$ cat config.mk
export PLATFORM = sky130hd
export DESIGN_NAME = pipelined_decode
export DESIGN_NICKNAME = d
export VERILOG_FILES = /design/src/rtl/pipelined_decode_pkg.sv /design/src/rtl/pipelined_decode_regfile.sv /design/src/rtl/pipelined_decode.sv
export SDC_FILE = /design/constraint.sdc
export NUM_CORES = 2
export LEC_CHECK = 0
export CORE_ASPECT_RATIO = 1.75
export CORE_MARGIN = 1
export CORE_UTILIZATION = 62
export DETAILED_ROUTE_END_ITERATION = 12
export PLACE_DENSITY = 0.78
export SETUP_SLACK_MARGIN = 0.15
export SLEW_MARGIN = 20
export SYNTH_ARGS = -nofsm -noshare
export SYNTH_HDL_FRONTEND = slang
export SYNTH_HIERARCHICAL = 1
export SYNTH_SLANG_ARGS = --single-unit
$ cat constraint.sdc
create_clock -name clk -period 4.4 [get_ports clk]
set_input_delay 1.1 -clock clk [delete_from_list [all_inputs] [get_ports clk]]
set_output_delay 1.1 -clock clk [all_outputs]
set_load 0.005 [all_outputs]
$ cat src/rtl/pipelined_decode_pkg.sv
// Shared definitions for the pipelined LEGv8 decode stage: opcodes, ALU op
// classes, the control bundle and the decode/immediate helper functions.
package pipelined_decode_pkg;

  localparam int INSTR_LEN = 32;
  localparam int OPC_W     = 11;
  localparam int IMM_W     = 64;

  localparam logic [10:0] OP_ADD    = 11'b10001011000;
  localparam logic [10:0] OP_SUB    = 11'b11001011000;
  localparam logic [10:0] OP_AND    = 11'b10001010000;
  localparam logic [10:0] OP_ORR    = 11'b10101010000;
  localparam logic [10:0] OP_LDUR   = 11'b11111000010;
  localparam logic [10:0] OP_STUR   = 11'b11111000000;
  localparam logic [9:0]  OP_ADDI_P = 10'b1001000100;
  localparam logic [9:0]  OP_SUBI_P = 10'b1101000100;
  localparam logic [7:0]  OP_CBZ_P  = 8'b10110100;
  localparam logic [7:0]  OP_CBNZ_P = 8'b10110101;
  localparam logic [5:0]  OP_B_P    = 6'b000101;

  localparam logic [1:0] ALU_OP_MEM = 2'b00;
  localparam logic [1:0] ALU_OP_CB  = 2'b01;
  localparam logic [1:0] ALU_OP_R   = 2'b10;

  typedef enum logic [2:0] {
    CLS_NONE, CLS_R, CLS_I, CLS_LD, CLS_ST, CLS_CBZ, CLS_CBNZ, CLS_B
  } instr_cls_e;

  typedef struct packed {
    logic       branch;
    logic       cbz;
    logic       cbnz;
    logic       mem_read;
    logic       mem_to_reg;
    logic       mem_write;
    logic       alu_src;
    logic       reg_write;
    logic [1:0] alu_op;
  } ctrl_t;

  localparam ctrl_t CTRL_ZERO = '0;

  function automatic instr_cls_e classify(input logic [OPC_W-1:0] opc);
    instr_cls_e cls;
    cls = CLS_NONE;
    if (opc == OP_ADD || opc == OP_SUB || opc == OP_AND || opc == OP_ORR) cls = CLS_R;
    else if (opc[10:1] == OP_ADDI_P || opc[10:1] == OP_SUBI_P)          cls = CLS_I;
    else if (opc == OP_LDUR)                                            cls = CLS_LD;
    else if (opc == OP_STUR)                                            cls = CLS_ST;
    else if (opc[10:3] == OP_CBZ_P)                                     cls = CLS_CBZ;
    else if (opc[10:3] == OP_CBNZ_P)                                    cls = CLS_CBNZ;
    else if (opc[10:5] == OP_B_P)                                       cls = CLS_B;
    return cls;
  endfunction

  function automatic ctrl_t decode_ctrl(input instr_cls_e cls);
    ctrl_t c;
    c = CTRL_ZERO;
    case (cls)
      CLS_R:    begin c.reg_write = 1'b1; c.alu_op = ALU_OP_R; end
      CLS_I:    begin c.alu_src = 1'b1; c.reg_write = 1'b1; c.alu_op = ALU_OP_R; end
      CLS_LD:   begin
        c.mem_read = 1'b1; c.mem_to_reg = 1'b1; c.alu_src = 1'b1; c.reg_write = 1'b1;
        c.alu_op = ALU_OP_MEM;
      end
      CLS_ST:   begin c.mem_write = 1'b1; c.alu_src = 1'b1; c.alu_op = ALU_OP_MEM; end
      CLS_CBZ:  begin c.cbz = 1'b1; c.alu_op = ALU_OP_CB; end
      CLS_CBNZ: begin c.cbnz = 1'b1; c.alu_op = ALU_OP_CB; end
      CLS_B:    c.branch = 1'b1;
      default:  c = CTRL_ZERO;
    endcase
    return c;
  endfunction

  function automatic logic [IMM_W-1:0] imm_extend(input logic [INSTR_LEN-1:0] instr,
                                                  input instr_cls_e cls);
    logic [IMM_W-1:0] imm;
    imm = '0;
    case (cls)
      CLS_LD, CLS_ST:    imm = {{55{instr[20]}}, instr[20:12]};
      CLS_I:             imm = {52'd0, instr[21:10]};
      CLS_CBZ, CLS_CBNZ: imm = {{45{instr[23]}}, instr[23:5]};
      CLS_B:             imm = {{38{instr[25]}}, instr[25:0]};
      default:           imm = '0;
    endcase
    return imm;
  endfunction

  // Stores and compare-and-branch read their Rt (rd field) on the second port.
  function automatic logic rr2_is_rd(input instr_cls_e cls);
    return (cls == CLS_ST) || (cls == CLS_CBZ) || (cls == CLS_CBNZ);
  endfunction

  function automatic logic uses_rr2(input instr_cls_e cls);
    return (cls == CLS_R) || rr2_is_rd(cls);
  endfunction

endpackage

$ cat src/rtl/pipelined_decode_regfile.sv
// Two-read/one-write register file for the decode stage; ZERO_REG reads as zero
// and swallows writes, and BYPASS forwards a same-cycle write to the read ports.
module decode_regfile #(
  parameter int WORD     = 64,
  parameter int NUM_REGS = 32,
  parameter int REG_AW   = 5,
  parameter int ZERO_REG = 31,
  parameter int BYPASS   = 1
) (
  input  logic              clk,
  input  logic              rst_n,
  input  logic [REG_AW-1:0] rd_addr1_i,
  input  logic [REG_AW-1:0] rd_addr2_i,
  output logic [WORD-1:0]   rd_data1_o,
  output logic [WORD-1:0]   rd_data2_o,
  input  logic              wr_en_i,
  input  logic [REG_AW-1:0] wr_addr_i,
  input  logic [WORD-1:0]   wr_data_i
);
  localparam logic [REG_AW-1:0] ZR = REG_AW'(ZERO_REG);

  logic [WORD-1:0] regs_q [NUM_REGS];
  logic            wr_ok;

  function automatic logic addr_ok(input logic [REG_AW-1:0] a);
    return (a != ZR) && (int'(a) < NUM_REGS);
  endfunction

  assign wr_ok = wr_en_i && addr_ok(wr_addr_i);

  always_comb begin
    rd_data1_o = '0;
    if (addr_ok(rd_addr1_i)) begin
      if ((BYPASS != 0) && wr_ok && (wr_addr_i == rd_addr1_i)) rd_data1_o = wr_data_i;
      else                                                     rd_data1_o = regs_q[rd_addr1_i];
    end
  end

  always_comb begin
    rd_data2_o = '0;
    if (addr_ok(rd_addr2_i)) begin
      if ((BYPASS != 0) && wr_ok && (wr_addr_i == rd_addr2_i)) rd_data2_o = wr_data_i;
      else                                                     rd_data2_o = regs_q[rd_addr2_i];
    end
  end

  always_ff @(posedge clk or negedge rst_n) begin
    if (!rst_n) begin
      for (int i = 0; i < NUM_REGS; i++) regs_q[i] <= '0;
    end else if (wr_ok) begin
      regs_q[wr_addr_i] <= wr_data_i;
    end
  end

endmodule

$ cat src/rtl/pipelined_decode.sv
// ID stage of the pipelined LEGv8 core: decodes one instruction per cycle into the
// ID/EX register, inserting a one-cycle bubble on load-use hazards and on EX flushes.
module pipelined_decode
  import pipelined_decode_pkg::*;
#(
  parameter int WORD     = 64,
  parameter int NUM_REGS = 32,
  parameter int REG_AW   = 5,
  parameter int ZERO_REG = 31,
  parameter int BYPASS   = 1
) (
  input  logic                 clk,
  input  logic                 rst_n,
  input  logic                 in_valid,
  output logic                 in_ready,
  input  logic [INSTR_LEN-1:0] in_instr,
  input  logic [WORD-1:0]      in_pc,
  input  logic                 flush,
  input  logic                 wb_en,
  input  logic [REG_AW-1:0]    wb_reg,
  input  logic [WORD-1:0]      wb_data,
  output logic                 out_valid,
  output logic [WORD-1:0]      out_pc,
  output logic [OPC_W-1:0]     out_opcode,
  output logic [REG_AW-1:0]    out_rd,
  output logic [REG_AW-1:0]    out_rn,
  output logic [REG_AW-1:0]    out_rr2,
  output logic [WORD-1:0]      out_data1,
  output logic [WORD-1:0]      out_data2,
  output logic [WORD-1:0]      out_imm,
  output logic                 out_branch,
  output logic                 out_cbz,
  output logic                 out_cbnz,
  output logic                 out_mem_read,
  output logic                 out_mem_to_reg,
  output logic                 out_mem_write,
  output logic                 out_alu_src,
  output logic                 out_reg_write,
  output logic [1:0]           out_alu_op
);
  localparam logic [REG_AW-1:0] ZR = REG_AW'(ZERO_REG);

  instr_cls_e        cls;
  logic [REG_AW-1:0] rd, rn, rr2;
  logic [WORD-1:0]   rdata1, rdata2;
  logic              hazard, load;

  logic              valid_q, valid_d;
  logic [WORD-1:0]   pc_q, pc_d, data1_q, data1_d, data2_q, data2_d, imm_q, imm_d;
  logic [OPC_W-1:0]  opcode_q, opcode_d;
  logic [REG_AW-1:0] rd_q, rd_d, rn_q, rn_d, rr2_q, rr2_d;
  ctrl_t             ctrl_q, ctrl_d;

  always_comb begin
    cls = classify(in_instr[31:21]);
    rd  = REG_AW'(in_instr[4:0]);
    rn  = REG_AW'(in_instr[9:5]);
    rr2 = rr2_is_rd(cls) ? rd : REG_AW'(in_instr[20:16]);
  end

  decode_regfile #(
    .WORD(WORD), .NUM_REGS(NUM_REGS), .REG_AW(REG_AW), .ZERO_REG(ZERO_REG), .BYPASS(BYPASS)
  ) u_regfile (
    .clk       (clk),
    .rst_n     (rst_n),
    .rd_addr1_i(rn),
    .rd_addr2_i(rr2),
    .rd_data1_o(rdata1),
    .rd_data2_o(rdata2),
    .wr_en_i   (wb_en),
    .wr_addr_i (wb_reg),
    .wr_data_i (wb_data)
  );

  // A flush consumes the input unconditionally, so it overrides any stall.
  always_comb begin
    hazard = valid_q && ctrl_q.mem_read && (rd_q != ZR) && in_valid &&
             ((rd_q == rn) || (uses_rr2(cls) && (rd_q == rr2)));
    in_ready = flush || !hazard;
    load     = in_valid && !flush && !hazard;
  end

  always_comb begin
    valid_d  = 1'b0;
    pc_d     = '0;
    opcode_d = '0;
    rd_d     = '0;
    rn_d     = '0;
    rr2_d    = '0;
    data1_d  = '0;
    data2_d  = '0;
    imm_d    = '0;
    ctrl_d   = CTRL_ZERO;
    if (load) begin
      valid_d  = 1'b1;
      pc_d     = in_pc;
      opcode_d = in_instr[31:21];
      rd_d     = rd;
      rn_d     = rn;
      rr2_d    = rr2;
      data1_d  = rdata1;
      data2_d  = rdata2;
      imm_d    = WORD'($signed(imm_extend(in_instr, cls)));
      ctrl_d   = decode_ctrl(cls);
    end
  end

  always_ff @(posedge clk or negedge rst_n) begin
    if (!rst_n) begin
      valid_q  <= 1'b0;
      pc_q     <= '0;
      opcode_q <= '0;
      rd_q     <= '0;
      rn_q     <= '0;
      rr2_q    <= '0;
      data1_q  <= '0;
      data2_q  <= '0;
      imm_q    <= '0;
      ctrl_q   <= CTRL_ZERO;
    end else begin
      valid_q  <= valid_d;
      pc_q     <= pc_d;
      opcode_q <= opcode_d;
      rd_q     <= rd_d;
      rn_q     <= rn_d;
      rr2_q    <= rr2_d;
      data1_q  <= data1_d;
      data2_q  <= data2_d;
      imm_q    <= imm_d;
      ctrl_q   <= ctrl_d;
    end
  end

  assign out_valid      = valid_q;
  assign out_pc         = pc_q;
  assign out_opcode     = opcode_q;
  assign out_rd         = rd_q;
  assign out_rn         = rn_q;
  assign out_rr2        = rr2_q;
  assign out_data1      = data1_q;
  assign out_data2      = data2_q;
  assign out_imm        = imm_q;
  assign out_branch     = ctrl_q.branch;
  assign out_cbz        = ctrl_q.cbz;
  assign out_cbnz       = ctrl_q.cbnz;
  assign out_mem_read   = ctrl_q.mem_read;
  assign out_mem_to_reg = ctrl_q.mem_to_reg;
  assign out_mem_write  = ctrl_q.mem_write;
  assign out_alu_src    = ctrl_q.alu_src;
  assign out_reg_write  = ctrl_q.reg_write;
  assign out_alu_op     = ctrl_q.alu_op;

endmodule

# --- Yosys cells after proc, flatten, opt, wreduce, memory -nomap -nowiden ---
# Index checks and enable logic that the tools add are counted.
totals:
  wordCells: 150
  register_bits: 2341
  output_inout_bits: 294
op_classes:
  n_bitwise: 3
  muxes: 40
  n_eq_ne: 26
  order_cmp: 4
  n_reduce_logical: 27
op_table:
  columns: ["cell", "count"]
  rows:
  - ["2048-bit bitwise mux", 1]
  - ["64-bit two-way mux", 13]
  - ["64-bit binary-select mux with 5-bit select", 2]
  - ["64-bit demux with 5-bit select", 1]
  - ["64-bit case mux with 4 select lines", 1]
  - ["11-bit equality test (second input constant)", 6]
  - ["3-bit two-way mux", 7]
  - ["10-bit equality test (second input constant)", 2]
  - ["5-bit equality test", 4]
  - ["5-bit two-way mux", 4]
  - ["5-bit != test (second input constant)", 4]
  - ["6-bit >= comparator (second input constant)", 3]
  - ["5-bit NOT with 6-bit output", 3]
  - ["8-bit equality test (second input constant)", 2]
  - ["3-bit equality test (second input constant)", 4]
  - ["1-bit logical AND", 11]
  - ["11-bit two-way mux", 1]
  - ["10-bit two-way mux", 1]
  - ["1-bit logical OR", 9]
  - ["1-bit two-way mux", 7]
  - ["3-bit by 2-bit equality test with 1-bit output (second input constant)", 2]
  - ["6-bit by 3-bit equality test with 1-bit output (second input constant)", 1]
  - ["6-bit by 1-bit < comparator with 1-bit output (second input constant)", 1]
  - ["2-bit OR reduction", 3]
  - ["other kinds (5)", 7]

# --- Longest topological paths before layout ---
depth:
  word_depth: 19
  depth_mapped: 17
  ltp_nobuf: 12

# --- Modules after synthesis ---
# The synthesis kept the hierarchy.
modules_own_cells:
  columns: ["module", "area_per_inst_um2", "cells_per_inst", "instances"]
  rows:
  - ["decode_regfile", 109263.5, 7488, 1]
  - ["pipelined_decode", 9145.0, 710, 1]

# --- Least setup slack after synthesis ---
# Ideal clock, no wire load.
synth_timing:
  kind: "input-to-reg"
  from: "in in_instr[21]"
  to: "reg data2_q[61] (netlist: out_data2[61])"
  path_slack_ns: 0.142
  path_stages: 14
  t_arrival_ns: 4.139
  n_path_buf: 4
  setup_time_ns: 0.119
  required_ns: 4.281
  cell_sequence: "or4b_4 > nor4_4 > nor2_2 > o21ai_0 > buf_2 > buf_2 > buf_2 > buf_2 > mux2i_1 > o22ai_1 > a211oi_1 > o21ai_0 > a32o_1 > and2_1"
synth_between:
  elab_chain_cells: 16
  elab_cells_between_ends: 37
  cone_classes: "eq/ne: 13; mux: 11; bitwise: 1; reduce/logical: 12"
synth_rtl:
  columns: ["element", "line_no", "source"]
  rows:
  - ["from (decl)", "pipelined_decode.sv:16", "input logic [INSTR_LEN-1:0] in_instr,"]
  - ["11-bit equality test (on tied branches)", "pipelined_decode_pkg.sv:49, pipelined_decode_pkg.sv:46", null]
  - ["3-bit two-way mux or 1-bit logical OR (tied branches)", "pipelined_decode_pkg.sv:49, pipelined_decode_pkg.sv:46", null]
  - ["3-bit two-way mux or 1-bit logical OR (tied branches)", "pipelined_decode_pkg.sv:48, pipelined_decode_pkg.sv:46", null]
  - ["3-bit two-way mux or 1-bit logical OR (tied branches)", "pipelined_decode_pkg.sv:47, pipelined_decode_pkg.sv:46", null]
  - ["3-bit two-way mux *", "pipelined_decode_pkg.sv:46", "if (opc == OP_ADD || opc == OP_SUB || opc == OP_AND || opc == OP_ORR) cls = CLS_R;"]
  - ["3-bit equality test", "pipelined_decode_pkg.sv:91", "return (cls == CLS_ST) || (cls == CLS_CBZ) || (cls == CLS_CBNZ);"]
  - ["1-bit logical OR", "pipelined_decode_pkg.sv:91", null]
  - ["1-bit logical OR *", "pipelined_decode_pkg.sv:91", null]
  - ["[... 1 more ...]", null, null]
  - ["via rr2[0]", "pipelined_decode.sv:44", "logic [REG_AW-1:0] rd, rn, rr2;"]
  - ["5-bit NOT with 6-bit output (implied by the code)", "pipelined_decode_regfile.sv:43", "else rd_data2_o = regs_q[rd_addr2_i];"]
  - ["64-bit binary-select mux with 5-bit select", "pipelined_decode_regfile.sv:43", null]
  - ["64-bit two-way mux (implied by the code) (2 in a row)", "pipelined_decode_regfile.sv:43", null]
  - ["64-bit two-way mux", "pipelined_decode_regfile.sv:42", "if ((BYPASS != 0) && wr_ok && (wr_addr_i == rd_addr2_i)) rd_data2_o = wr_data_i;"]
  - ["64-bit two-way mux *", "pipelined_decode_regfile.sv:41", "if (addr_ok(rd_addr2_i)) begin"]
  - ["via rdata2[61]", "pipelined_decode.sv:45", "logic [WORD-1:0] rdata1, rdata2;"]
  - ["64-bit two-way mux *", "pipelined_decode.sv:94", "if (load) begin"]
  - ["via data2_d[61]", "pipelined_decode.sv:49", "logic [WORD-1:0] pc_q, pc_d, data1_q, data1_d, data2_q, data2_d, imm_q, imm_d;"]
  - ["to (signal assigned)", "pipelined_decode.sv:128", "data2_q <= data2_d;"]
  - ["to (decl)", "pipelined_decode.sv:49", null]
# The timed path passes the listed nets; every way through them passes the cells marked *. The select of a mux whose other input is x is not followed.
# A chain may end at the register's enable or synchronous reset.

# --- Worst setup path in the final report ---
layout_timing:
  from: "reg rd_q[1] (netlist: out_rd[1])"
  to: "out in_ready"
layout_between:
  elab_chain_cells: 6
  elab_cells_between_ends: 10
  cone_classes: "eq/ne: 3; reduce/logical: 7"
layout_rtl:
  columns: ["element", "line_no", "source"]
  rows:
  - ["from (decl)", "pipelined_decode.sv:51", "logic [REG_AW-1:0] rd_q, rd_d, rn_q, rn_d, rr2_q, rr2_d;"]
  - ["from (signal assigned)", "pipelined_decode.sv:124", "rd_q <= rd_d;"]
  - ["5-bit != test or 5-bit equality test (tied branches)", "pipelined_decode.sv:77, pipelined_decode.sv:78", null]
  - ["1-bit logical AND (on tied branches)", "pipelined_decode.sv:77, pipelined_decode.sv:78", null]
  - ["1-bit logical AND or 1-bit logical OR (tied branches)", "pipelined_decode.sv:77, pipelined_decode.sv:78", null]
  - ["1-bit logical AND *", "pipelined_decode.sv:77", "hazard = valid_q && ctrl_q.mem_read && (rd_q != ZR) && in_valid &&"]
  - ["1-bit zero test *", "pipelined_decode.sv:79", "in_ready = flush || !hazard;"]
  - ["1-bit logical OR *", "pipelined_decode.sv:79", null]
  - ["to (decl)", "pipelined_decode.sv:15", "output logic in_ready,"]
# Mark *: on every way between the ends. The rest lies on a longest branch, timed or not.

==> flow_summary_export.csv <==
group,metric,value,unit
sta,fmax,233,MHz
critical_path,startpoint,"out_rd[1]$_DFF_PN0_",
synth,synth_mux_area_share,38.5,%
routing,drc,0,
power,power.leakage,59.7,nW
placement,post-dp-hpwl,259,mm
sta,fin_skew,0.0373,ns
clock_network,clock_path_buffers,4,
floorplanning,chipWidth,332,um
critical_path,rr_startpoint,"out_rd[1]$_DFF_PN0_",
sta,min_period_over_period,97.6,%
clock_network,insertion_delay,0.89,ns
synth,synth_warnings,6,
clock_network,cts_tree,"yes",
critical_path,critPathRequiredTime,3.30,ns
finish,layout_commonest_cell,"dfrtp_1",
job,drv_cap,0,
global_routing,grt_pass1_vias,87800,
floorplanning,die_h,580,um
synth,synth_top_family_by_area,"multiplexers",
placement,place_congestion,0.943,
global_routing,grt_pass1_wl,617,mm
critical_path,regToRegSetupSlack,1.07,ns
clock_network,clkSinkCount,2302,
floorplanning,io_pins,464,
critical_path,endpoint_kind,"primary output",
synth,synthFlopType,"dfrtp_1",
finish,fin_util,71.9,%
global_routing,grt_max_degree,164,
sta,relSlewSlack,14.7,%
routing,wl_per_cell,38.1,um
global_routing,antenna_found_initial,38,
finish,finalNonFillerCells,11200,
routing,drt_iter0_drc,11400,
synth,synth_edf_count,0,
critical_path,worst-r2r-cell-count,12,
routing,firstDrtPassIters,7,
synth,synth_simple_gate_area_share,2.89,%
critical_path,worstSetupEndpoint,"in_ready",
floorplanning,initial_core_util,62.6,%
placement,io_buffers,463,
placement,placedCellCount,10800,
synth,synthAdderAreaFrac,0,%
sta,report.final.slew_viol_count,0,
global_routing,grtUsageTotal,44.4,%
clock_network,cts_hold_buf,0,
synth,synth_xor_area_share,0.148,%
synth,syn-num-nets,8368,
synth,synthCells,8198,
floorplanning,fp.coreArea,189000,um^2
clock_network,htreeDepth,4,
global_routing,gr-total-overflow,0,
synth,synth_compound_area_share,5.85,%
synth,synthArstFlopShare,100,%
run_status,status,"finished, final reports clean",
sta,fin_crit,4.29,ns
critical_path,crit_path_start_kind,"flop",
finish,final_nets,8740,
min_path,hold_class,"in -> async",
sta,tightest_slew,1.28,ns
finish,layout-drive-gt1-share,44.2,%
clock_network,clk_pin_slew,0.07,ns
sta,hold_viol,0,
critical_path,crit_type,"reg -> out",
routing,dr_total_vias,85500,
critical_path,cp.arrival,3.19,ns
routing,wl,427,mm
synth,syn_avg_cell_area,14.4,um^2
synth,yosysUniqueCellTypes,79,
power,p_per_area,434,nW/um^2
routing,ant_nets,0,
sta,rsz0062_at_grt,"true",
clock_network,cts-root-buf,"clkbuf_16",
critical_path,crit_path_max_fanout,2,
synth,synth-seq-area-share,48.6,%
finish,synthToLayoutAreaGrowth,14.9,%
critical_path,r2r_end,"out_pc[49]$_DFF_PN0_",
finish,final_cell_mix,"dfrtp_1 (2301), mux2_2 (1961), mux4_2 (807), mux2i_1 (500), buf_4 (432)",
synth,syn_area,118000,um^2
floorplanning,die_area,193000,um^2
sta,setup_viol,0,
clock_network,cts_buffers,213,
floorplanning,row_count,211,
routing,viasPerCell,7.64,
power,ir_drop,0.341,mV
synth,ys_seq_elements,2302,
[cells by family after synthesis]
family,count (synthesis)
XOR/XNOR,20
AO/OA/AOI/OAI,975
multiplexers,3296
buffers and inverters,950
flip-flops,2302
AND/OR/NAND/NOR,655
[report_power, final]
group | switching, W | total, W | internal [W] | leakage [nW]
Combinational | 0.00504 | 0.0120 | 0.00696 | 26.4
Sequential | 0.00296 | 0.0278 | 0.0248 | 29.8
Clock | 0.00838 | 0.0192 | 0.0108 | 3.47
[per-stage QoR]
stage,TNS (ns),instance area (um^2),hold WS [ns],power [W],worst slack (ns)
detailed placement,-43.53,129000,0.366,0.0397,-0.708
floorplan,0,118000,0.429,0.0352,0.165
global route,0,136000,0.217,0.0607,0.0706
CTS,0,136000,0.178,0.0587,0.154
finish,0,136000,0.201,0.0590,0.106
global placement,-47.15,129000,0.365,0.0389,-0.738
[cell type report]
class / instances / area (um^2)
diodes: 27 / 67.6
clock buffers: 298 / 6130
clock inverters: 72 / 903
fillers: 12200 / 53200
inverters: 13 / 56.3
multi-input cells: 4946 / 56500
flip-flops and latches: 2302 / 57600
well taps: 2449 / 3060
repair buffers: 1094 / 11700
[state kept, by name, summed over array words and instances, names as in the netlist]
signal	cells
u_regfile/regs_q	2048
out_cbnz	1
out_alu_op	2
out_alu_src	1
out_imm	26
out_data1	64
out_reg_write	1
out_rd	5
out_cbz	1
out_opcode	11
out_branch	1
out_valid	1
out_pc	64
out_rn	5
out_mem_read	1
out_rr2	5
out_mem_write	1
out_data2	64
[worst min path at each step]
stage / startpoint / to / slack, ns / depth (start not counted)
3_3_place_gp: u_regfile/regs_q[17]$_DFFE_PN0P_ / u_regfile/regs_q[17]$_DFFE_PN0P_ / 0.36 / 0
4_1_cts: rst_n / u_regfile/regs_q[904]$_DFFE_PN0P_ / 0.18 / 1
6_report: rst_n / u_regfile/regs_q[904]$_DFFE_PN0P_ / 0.20 / 1
3_5_place_dp: u_regfile/regs_q[49]$_DFFE_PN0P_ / u_regfile/regs_q[49]$_DFFE_PN0P_ / 0.37 / 0
2_1_floorplan: u_regfile/regs_q[17]$_DFFE_PN0P_ / u_regfile/regs_q[17]$_DFFE_PN0P_ / 0.43 / 1
5_1_grt: rst_n / u_regfile/regs_q[904]$_DFFE_PN0P_ / 0.22 / 1
[repair_timing]
item	4_1_cts	5_1_grt
resized for setup	44	11
buffers inserted	5	2
setup endpoints to repair	1	1
pin swaps	8	10
[routing by layer]
metal  vias up  wire [um]  global-route usage, %
met5         -        198                 0.0751
met4        28      41400                   34.4
met3      2165      55300                   13.8
met2      7033     189000                   65.7
met1     44300     141000                   54.4
li1      32000          -                      -
[critical path, stage by stage, from the launching register on]
cell and delay (ns):
dfrtp_2 0.42, xor2_2 0.17, a221o_1 0.34, buf_4 0.16
o21a_1 0.16, o41a_1 0.45, nor4_2 0.34, o21bai_1 0.11
buf_2 0.15
[synthesized netlist by cell type, drive strengths merged (4+ instances only)]
library cell  count  area, um^2
dfrtp          2302       57600
mux2           1989       22400
mux4            807       18200
mux2i           500        5000
clkbuf          480        1800
buf             457        2840
and2            222        1390
nand2           203         772
a22oi           164        1230
a21oi           161         806
o21ai           136         681
o22ai           121         757
nor2            100         425
a211oi           88         661
o221ai           81         709
a32o             73         731
a221oi           23         226
nand3            23         120
a221o            22         220
nor3             21         105
nor2b            19         119
a211o            18         158
a31oi            14        87.6
inv              13        48.8
nor4             13         111
xnor2            12         105
a22o             10        87.6
o211ai           10        75.1
nand2b            8        52.6
nand4             8        50.1
xor2              8        70.1
and3              7        43.8
o22a              7        61.3
nand3b            6        45.0
a311oi            5        43.8
a32oi             5        43.8
nor3b             5        37.5
or2               5        31.3
a2111oi           4        35.0
a222oi            4        40.0
o2111ai           4        35.0
o32ai             4        35.0
or3               4        25.0
No activity file was read; power rests on OpenSTA's default activity.
